### src/rtl/stream_buffer_resp_if.sv
// Producer, consumer and read-port signals of the stream buffer responder.
// The slave modport is the buffer; the master modport is the producer/actor side.
interface stream_buffer_resp_if #(
  parameter int width = 10
);
  logic             wr_en;
  logic [width-1:0] wr_data;
  logic             flush_in;
  logic             release_in;
  logic             rd_en;
  logic [width-1:0] rd_addr;
  logic [width-1:0] data_out;
  logic             data_valid;
  logic             rd_err;
  logic             wr_drop;
  logic             ready_out;
  logic [width-1:0] length_out;

  modport slave (
    input  wr_en, wr_data, flush_in, release_in, rd_en, rd_addr,
    output data_out, data_valid, rd_err, wr_drop, ready_out, length_out
  );

  modport master (
    output wr_en, wr_data, flush_in, release_in, rd_en, rd_addr,
    input  data_out, data_valid, rd_err, wr_drop, ready_out, length_out
  );
endinterface

### src/rtl/stream_buffer_resp.sv
// Block buffer: filled sequentially by a producer, then read randomly by a
// computation actor with one-cycle registered responses until released.
//
//   state  | meaning
//   -------+-------------------------------------------------------------
//   FILL   | accepting writes into mem[wr_ptr]; reads answered with rd_err
//   LOADED | block closed, length_out = wr_ptr; reads served, writes dropped
module stream_buffer_resp #(
  parameter int size  = 5,
  parameter int width = 10
) (
  input  logic clk,
  input  logic rst,
  stream_buffer_resp_if.slave bus
);

  localparam int PTR_W = $clog2(size + 1);

  typedef enum logic {FILL, LOADED} state_t;

  state_t           state_q, state_d;
  logic [PTR_W-1:0] wr_ptr_q, wr_ptr_d;
  logic [width-1:0] mem_q [size];
  logic [width-1:0] mem_d [size];
  logic [width-1:0] data_out_q, data_out_d;
  logic             data_valid_q, data_valid_d;
  logic             rd_err_q, rd_err_d;
  logic             wr_drop_q, wr_drop_d;

  logic [PTR_W-1:0] wr_ptr_inc;
  logic [width-1:0] length;
  logic [width-1:0] rd_word;
  logic             addr_ok;

  assign wr_ptr_inc = wr_ptr_q + PTR_W'(1);
  assign length     = {{(width-PTR_W){1'b0}}, wr_ptr_q};
  assign addr_ok    = (bus.rd_addr < length);

  // Explicit mux keeps out-of-array addresses from ever indexing mem_q.
  always_comb begin
    rd_word = '0;
    for (int i = 0; i < size; i++) begin
      if (bus.rd_addr == width'(i)) rd_word = mem_q[i];
    end
  end

  always_comb begin
    state_d      = state_q;
    wr_ptr_d     = wr_ptr_q;
    mem_d        = mem_q;
    data_out_d   = data_out_q;
    data_valid_d = 1'b0;
    rd_err_d     = 1'b0;
    wr_drop_d    = 1'b0;

    case (state_q)
      FILL: begin
        if (bus.wr_en) begin
          for (int i = 0; i < size; i++) begin
            if (wr_ptr_q == PTR_W'(i)) mem_d[i] = bus.wr_data;
          end
          wr_ptr_d = wr_ptr_inc;
          if (wr_ptr_inc == PTR_W'(size) || bus.flush_in) state_d = LOADED;
        end else if (bus.flush_in && wr_ptr_q != '0) begin
          state_d = LOADED;
        end
        if (bus.rd_en) rd_err_d = 1'b1;
      end
      LOADED: begin
        if (bus.wr_en) wr_drop_d = 1'b1;
        if (bus.rd_en) begin
          if (addr_ok) begin
            data_out_d   = rd_word;
            data_valid_d = 1'b1;
          end else begin
            data_out_d = '0;
            rd_err_d   = 1'b1;
          end
        end
        // A read in the release cycle is still served from the old block.
        if (bus.release_in) begin
          state_d  = FILL;
          wr_ptr_d = '0;
        end
      end
      default: state_d = FILL;
    endcase
  end

  always_ff @(posedge clk or negedge rst) begin
    if (!rst) begin
      state_q      <= FILL;
      wr_ptr_q     <= '0;
      mem_q        <= '{default: '0};
      data_out_q   <= '0;
      data_valid_q <= 1'b0;
      rd_err_q     <= 1'b0;
      wr_drop_q    <= 1'b0;
    end else begin
      state_q      <= state_d;
      wr_ptr_q     <= wr_ptr_d;
      mem_q        <= mem_d;
      data_out_q   <= data_out_d;
      data_valid_q <= data_valid_d;
      rd_err_q     <= rd_err_d;
      wr_drop_q    <= wr_drop_d;
    end
  end

  assign bus.data_out   = data_out_q;
  assign bus.data_valid = data_valid_q;
  assign bus.rd_err     = rd_err_q;
  assign bus.wr_drop    = wr_drop_q;
  assign bus.ready_out  = (state_q == LOADED);
  assign bus.length_out = length;

endmodule

### src/flat_wrapper.sv
// flat-port wrapper written by rule: the top's interface ports become plain ports
module stream_buffer_resp_flat 
#(
  parameter int size  = 5,
  parameter int width = 10
)
  (clk, rst, bus_wr_en, bus_wr_data, bus_flush_in, bus_release_in, bus_rd_en, bus_rd_addr, bus_data_out, bus_data_valid, bus_rd_err, bus_wr_drop, bus_ready_out, bus_length_out);
  stream_buffer_resp_if #(.width(width)) bus_i ();
  input  logic clk;
  input  logic rst;
  input wire logic [$bits(bus_i.wr_en)-1:0] bus_wr_en;
  input wire logic [$bits(bus_i.wr_data)-1:0] bus_wr_data;
  input wire logic [$bits(bus_i.flush_in)-1:0] bus_flush_in;
  input wire logic [$bits(bus_i.release_in)-1:0] bus_release_in;
  input wire logic [$bits(bus_i.rd_en)-1:0] bus_rd_en;
  input wire logic [$bits(bus_i.rd_addr)-1:0] bus_rd_addr;
  output wire logic [$bits(bus_i.data_out)-1:0] bus_data_out;
  output wire logic [$bits(bus_i.data_valid)-1:0] bus_data_valid;
  output wire logic [$bits(bus_i.rd_err)-1:0] bus_rd_err;
  output wire logic [$bits(bus_i.wr_drop)-1:0] bus_wr_drop;
  output wire logic [$bits(bus_i.ready_out)-1:0] bus_ready_out;
  output wire logic [$bits(bus_i.length_out)-1:0] bus_length_out;
  assign bus_i.wr_en = bus_wr_en;
  assign bus_i.wr_data = bus_wr_data;
  assign bus_i.flush_in = bus_flush_in;
  assign bus_i.release_in = bus_release_in;
  assign bus_i.rd_en = bus_rd_en;
  assign bus_i.rd_addr = bus_rd_addr;
  assign bus_data_out = bus_i.data_out;
  assign bus_data_valid = bus_i.data_valid;
  assign bus_rd_err = bus_i.rd_err;
  assign bus_wr_drop = bus_i.wr_drop;
  assign bus_ready_out = bus_i.ready_out;
  assign bus_length_out = bus_i.length_out;
  stream_buffer_resp #(.size(size), .width(width)) u_core (.clk(clk), .rst(rst), .bus(bus_i));
endmodule
### config.mk
export PLATFORM = sky130hd
export DESIGN_NAME = stream_buffer_resp_flat
export DESIGN_NICKNAME = d
export VERILOG_FILES = /design/src/rtl/stream_buffer_resp_if.sv /design/src/rtl/stream_buffer_resp.sv /design/src/flat_wrapper.sv
export SDC_FILE = /design/constraint.sdc
export NUM_CORES = 1
export LEC_CHECK = 0
export ABC_AREA = 1
export CORE_MARGIN = 2
export CORE_UTILIZATION = 49
export CTS_CLUSTER_SIZE = 30
export DETAILED_ROUTE_END_ITERATION = 10
export GPL_TIMING_DRIVEN = 0
export PLACE_DENSITY = 0.77
export SLEW_MARGIN = 20
export SYNTH_ARGS = -nofsm -noshare
export SYNTH_HDL_FRONTEND = slang
export SYNTH_SLANG_ARGS = --single-unit
### constraint.sdc
create_clock -name clk -period 1.4 [get_ports clk]
set_input_delay 0.21 -clock clk [delete_from_list [all_inputs] [get_ports clk]]
set_output_delay 0.21 -clock clk [all_outputs]
set_load 0.05 [all_outputs]
## Word level (Yosys, flattened, before mapping)

Cells that the tools add are included.

- Bits in registers: 67
- Latch bits: 0
- Memory bits (writable): 0
- ROM bits: 0
- Output and inout bits: 24
- Memories kept: 0

- $add $sub $neg: 1
- Multiply operators: 0
- Divide/modulo/power cells: 0
- Order comparisons: 1
- Eq/ne operators: 11
- Shifts and indexed selects: 0
- Multiplexer cells: 23
- Bitwise operators: 1
- Reduce and logical (&&, ||, !) cells: 12

Operator list:

| kind | number |
|---|---|
| two-way mux 10 bit | 6 |
| equality test 10 x 2 -> 1 bit (second input constant) | 2 |
| AND reduction 3 bit | 5 |
| two-way mux 1 bit | 12 |
| equality test 10 x 1 -> 1 bit (second input constant) | 1 |
| equality test 10 x 3 -> 1 bit (second input constant) | 1 |
| logical NOT 10 bit | 1 |
| less-than comparator 10 x 3 -> 1 bit | 1 |
| equality test 3 x 2 -> 1 bit (second input constant) | 2 |
| equality test 3 bit (second input constant) | 2 |
| two-way mux 3 bit | 2 |
| case mux 3 bit (2 select lines) | 1 |
| inequality test 2 bit (second input constant) | 2 |
| case mux 1 bit (2 select lines) | 2 |
| AND reduction 2 bit | 2 |
| adder 3 x 1 -> 3 bit (second input constant) | 1 |
| equality test 3 x 1 -> 1 bit (second input constant) | 1 |
| logical NOT 3 bit | 1 |
| nonzero test 3 bit | 1 |
| logical AND 1 bit | 1 |
| logical OR 1 bit | 1 |
| inverter 1 bit | 1 |

## Logic depth before layout (Yosys ltp)

- Word-level depth: 7
- Depth in mapped cells: 10
- Gate-level depth less buffers: 10

## Worst setup path after synthesis

No wires, ideal clock.

- Path type: flip-flop to flip-flop
- Start: register u_core.wr_ptr_q[1]
- End: register u_core.data_out_q[0] (netlist: u_core.bus.data_out[0])
- Setup time: 66 ps
- Data arrival time: 1,789 ps
- Required time: 1,334 ps
- Setup slack: -455 ps
- Cell stages (with the launch flop): 9
- Period minus slack after synthesis: 1,855 ps
- Cells stage by stage: dfrtp_1 inv_1 ha_1 a21boi_1 o21ai_2 nand4_2 nor2_1 nand2_1 nand2_1

- Word-level cells in the longest chain between the ends: 2

Ends and longest elaborated chain:

| what | line | source |
|---|---|---|
| start, declared | stream_buffer_resp.sv:22 | `logic [PTR_W-1:0] wr_ptr_q, wr_ptr_d;` |
| start signal, assigned | stream_buffer_resp.sv:101 | `wr_ptr_q <= wr_ptr_d;` |
| less-than comparator 10 x 3 -> 1 bit | stream_buffer_resp.sv:37 | `assign addr_ok = (bus.rd_addr < length);` |
| two-way mux 10 bit | stream_buffer_resp.sv:72 | `if (addr_ok) begin` |
| end signal, assigned | stream_buffer_resp.sv:103 | `data_out_q <= data_out_d;` |
| end, declared | stream_buffer_resp.sv:25 | `logic [width-1:0] data_out_q, data_out_d;` |

No other way between the ends.
A chain may end at the register's enable or synchronous reset.

## Worst setup path in the final report

- Start: register u_core.wr_ptr_q[1]
- End: register u_core.data_out_q[9] (netlist: u_core.bus.data_out[9])

Same word-level chain as after synthesis.

==> impl_metrics.csv <==
group,metric,value,unit
status,status,"finished, violations left",
status,violations,"negative setup slack",
synthesis,synth-seq-cells,67,
power_and_ir_drop,p_per_area,1530,nW/um^2
grt,grt_max_degree,49,
grt,grt_overflow,0,
floorplan,ios,50,
cells_and_area,insertedDiodeCount,0,
cells_and_area,drive_gt1_frac,0.260,
synthesis,synth-main-ff-cell,"dfrtp_1",
floorplan,die_h,86.7,um
cells_and_area,multi_input_area,1580,sq um
power_and_ir_drop,vdd_drop_max,0.891,mV
clock_network,root_buffer,"clkbuf_8",
worst_setup_path,critPathLaunchType,"register",
timing,rsz0062_at_grt,"true",
worst_setup_path,cp_max_fo,6,
clock_network,cts.sinks,67,
worst_setup_path,crit_required,1690,ps
cells_and_area,layout_common_cells,"128 x nand2_1, 63 x dfrtp_1, 39 x o21ai_0, 22 x inv_1, 22 x buf_4",
timing,setup-violations-final,11,
clock_network,clockBufferDepth,2,
clock_network,htree_levels,3,
route,wl_per_cell,14.1,um
placement,place_congestion,0.833,
floorplan,fp.coreArea,6720,sq um
worst_setup_path,cp.arrival,1860,ps
worst_setup_path,r2r_end,"u_core.bus.data_out[9]",
grt,met3_usage,0.0457,
synthesis,synth-edff-count,0,
grt,busiest_layer,"met2",
synthesis,seq_area_frac_synth,0.500,
clock_network,numCtsBuffers,9,
power_and_ir_drop,power,0.00677,W
timing,period_share,1.12,
placement,dpl.hpwl,5.34,mm
run,cap_violations,0,
floorplan,num_rows,30,
placement,numPortBuffers,42,
timing,period_needed,1570,ps
floorplan,start_util,0.499,
synthesis,syn_area_per_cell,8.41,sq um
grt,grt_pass1_wl,12.3,mm
synthesis,yosysUniqueCellTypes,32,
clock_network,cts.clk_slew.worst_paths,80,ps
worst_setup_path,crit_type,"register to register",
cells_and_area,seqCellArea,1680,sq um
route,drt_wl_total,7.83,mm
synthesis,synth_cells,399,
timing,finClkSkew,7.45,ps
cells_and_area,syn_to_final_growth,31.6,%
floorplan,dieWidth,86.7,um
route,drc,0,
route,drtIter0Drc,183,
worst_setup_path,critPathCaptureType,"register",
grt,grt_pass1_vias,2534,
timing,max_freq,0.636,GHz
timing,maxSlewViolCount,0,
timing,timing.setup.tns,-1440,ps
route,routed_via_density,5.09,
route,dr.pass1.iters,4,
worst_setup_path,r2r_start,"u_core.wr_ptr_q[1]",
timing,hold_viol,0,
cells_and_area,fillers,531,
clock_network,clock_latency,350,ps
route,vias,2835,
synthesis,async_reset_ff_frac,1.00,
synthesis,syn-cell-area,3350,sq um
grt,grt_usage,0.211,
synthesis,synth_warnings,0,
grt,grt_antenna_before_repair,0,
clock_network,cts_tree,"built",
worst_setup_path,r2r_slack,-170,ps
cells_and_area,final_common_cell,"nand2_1",
cells_and_area,nNetsFinal,505,
timing,fin_ws,-171,ps
route,ant_nets,0,
grt,grt.met1_usage,0.293,
worst_setup_path,r2r_cells,8,
power_and_ir_drop,power_leakage,2.22,nW
grt,grt_use_met2,0.320,
floorplan,die-area,7520,sq um
worst_hold_path,hold_class,"input port to asynchronous set/reset pin",
how the worst max path moves through the flow:
stage                                        end                from
after floorplan           u_core.bus.data_out[0]  u_core.wr_ptr_q[1]
after global placement      u_core.bus.ready_out                 rst
after detailed placement  u_core.bus.data_out[9]      bus_rd_addr[1]
after CTS                 u_core.bus.data_out[9]  u_core.wr_ptr_q[1]
after global routing      u_core.bus.data_out[4]  u_core.wr_ptr_q[2]
final                     u_core.bus.data_out[9]  u_core.wr_ptr_q[1]
Yosys cell counts (2+ instances only):
cell,number,area [sq um]
nor3_2,2,20.0
nand3_2,4,40.0
nor2_4,4,45.0
ha_1,7,87.6
buf_2,9,45.0
nand3_1,23,115
nor2_1,21,78.8
o21ai_1,3,15.0
nor2_8,2,40.0
nand3b_1,4,30.0
a21boi_0,2,15.0
nand2_1,130,488
o21ai_0,53,265
buf_6,3,33.8
inv_2,8,30.0
buf_4,7,52.6
nand2_2,4,25.0
o2111ai_1,3,26.3
nor2_2,6,37.5
dfrtp_1,67,1680
inv_1,26,97.6
per-layer routing:
metal,vias up,wire (um)
met2,94,3630
met4,0,173
li1,1409,-
met5,-,0
met3,15,439
met1,1317,3590
area by class of cell:
| cell class | count | area share |
|---|---|---|
| clock inverters | 6 | 0.00936 |
| well taps | 80 | 0.0227 |
| clock buffers | 10 | 0.0312 |
| plain buffers | 20 | 0.0388 |
| multi-input cells | 283 | 0.357 |
| repair buffers | 56 | 0.128 |
| inverters | 35 | 0.0320 |
| flip-flops and latches | 67 | 0.381 |
worst max-delay path: stages (launching register included):
cell,delay [ps]
dfrtp_2,450
inv_4,80
ha_4,180
a21boi_4,140
o21ai_4,210
nand4_4,180
nor2_1,150
nand2_1,70
nand2_1,50
sequential cells by signal (all words and copies together) (netlist names):
signal	flops
u_core.bus.wr_drop	1
u_core.wr_ptr_q	3
u_core.mem_q	50
u_core.bus.ready_out	1
u_core.bus.rd_err	1
u_core.bus.data_out	10
u_core.bus.data_valid	1
repair_timing:
item / in CTS / in global routing
setup buffers: 3 / 7
pin swaps: 4 / 12
gates resized for setup: 52 / 69
endpoints found under the setup margin: 32 / 66
hold buffers: 1 / 0
endpoints found under the hold margin: 19 / 0
cloned: 0 / 2
cell families (layout without fill, tap and decap cells):
group	count (synthesis)	after routing	synth area share
compound gates	65	65	0.104
fa+ha+maj	7	7	0.0261
buf+inv	55	127	0.0802
flops	67	67	0.500
other cells	1	7	0.00112
simple gates	204	204	0.288
power breakdown:
| group | switching, W | internal (W) | leakage (nW) |
|---|---|---|---|
| logic | 0.00129 | 0.000924 | 1.27 |
| clock network | 0.000745 | 0.000685 | 0.0843 |
| registers | 0.000452 | 0.00267 | 0.865 |
per-stage QoR:
step	cell area (sq um)	setup WS [ps]	instances	hold WS (ps)	util
after floorplan	3400	-230	405	-85.6	-
after global placement	3920	-2290	527	465	0.584
after detailed placement	3950	-736	528	115	0.588
after CTS	4190	-162	548	287	0.624
after global routing	4410	-267	557	314	0.657
final	4410	-171	557	292	0.657
No activity file was read; power rests on OpenSTA's default activity.
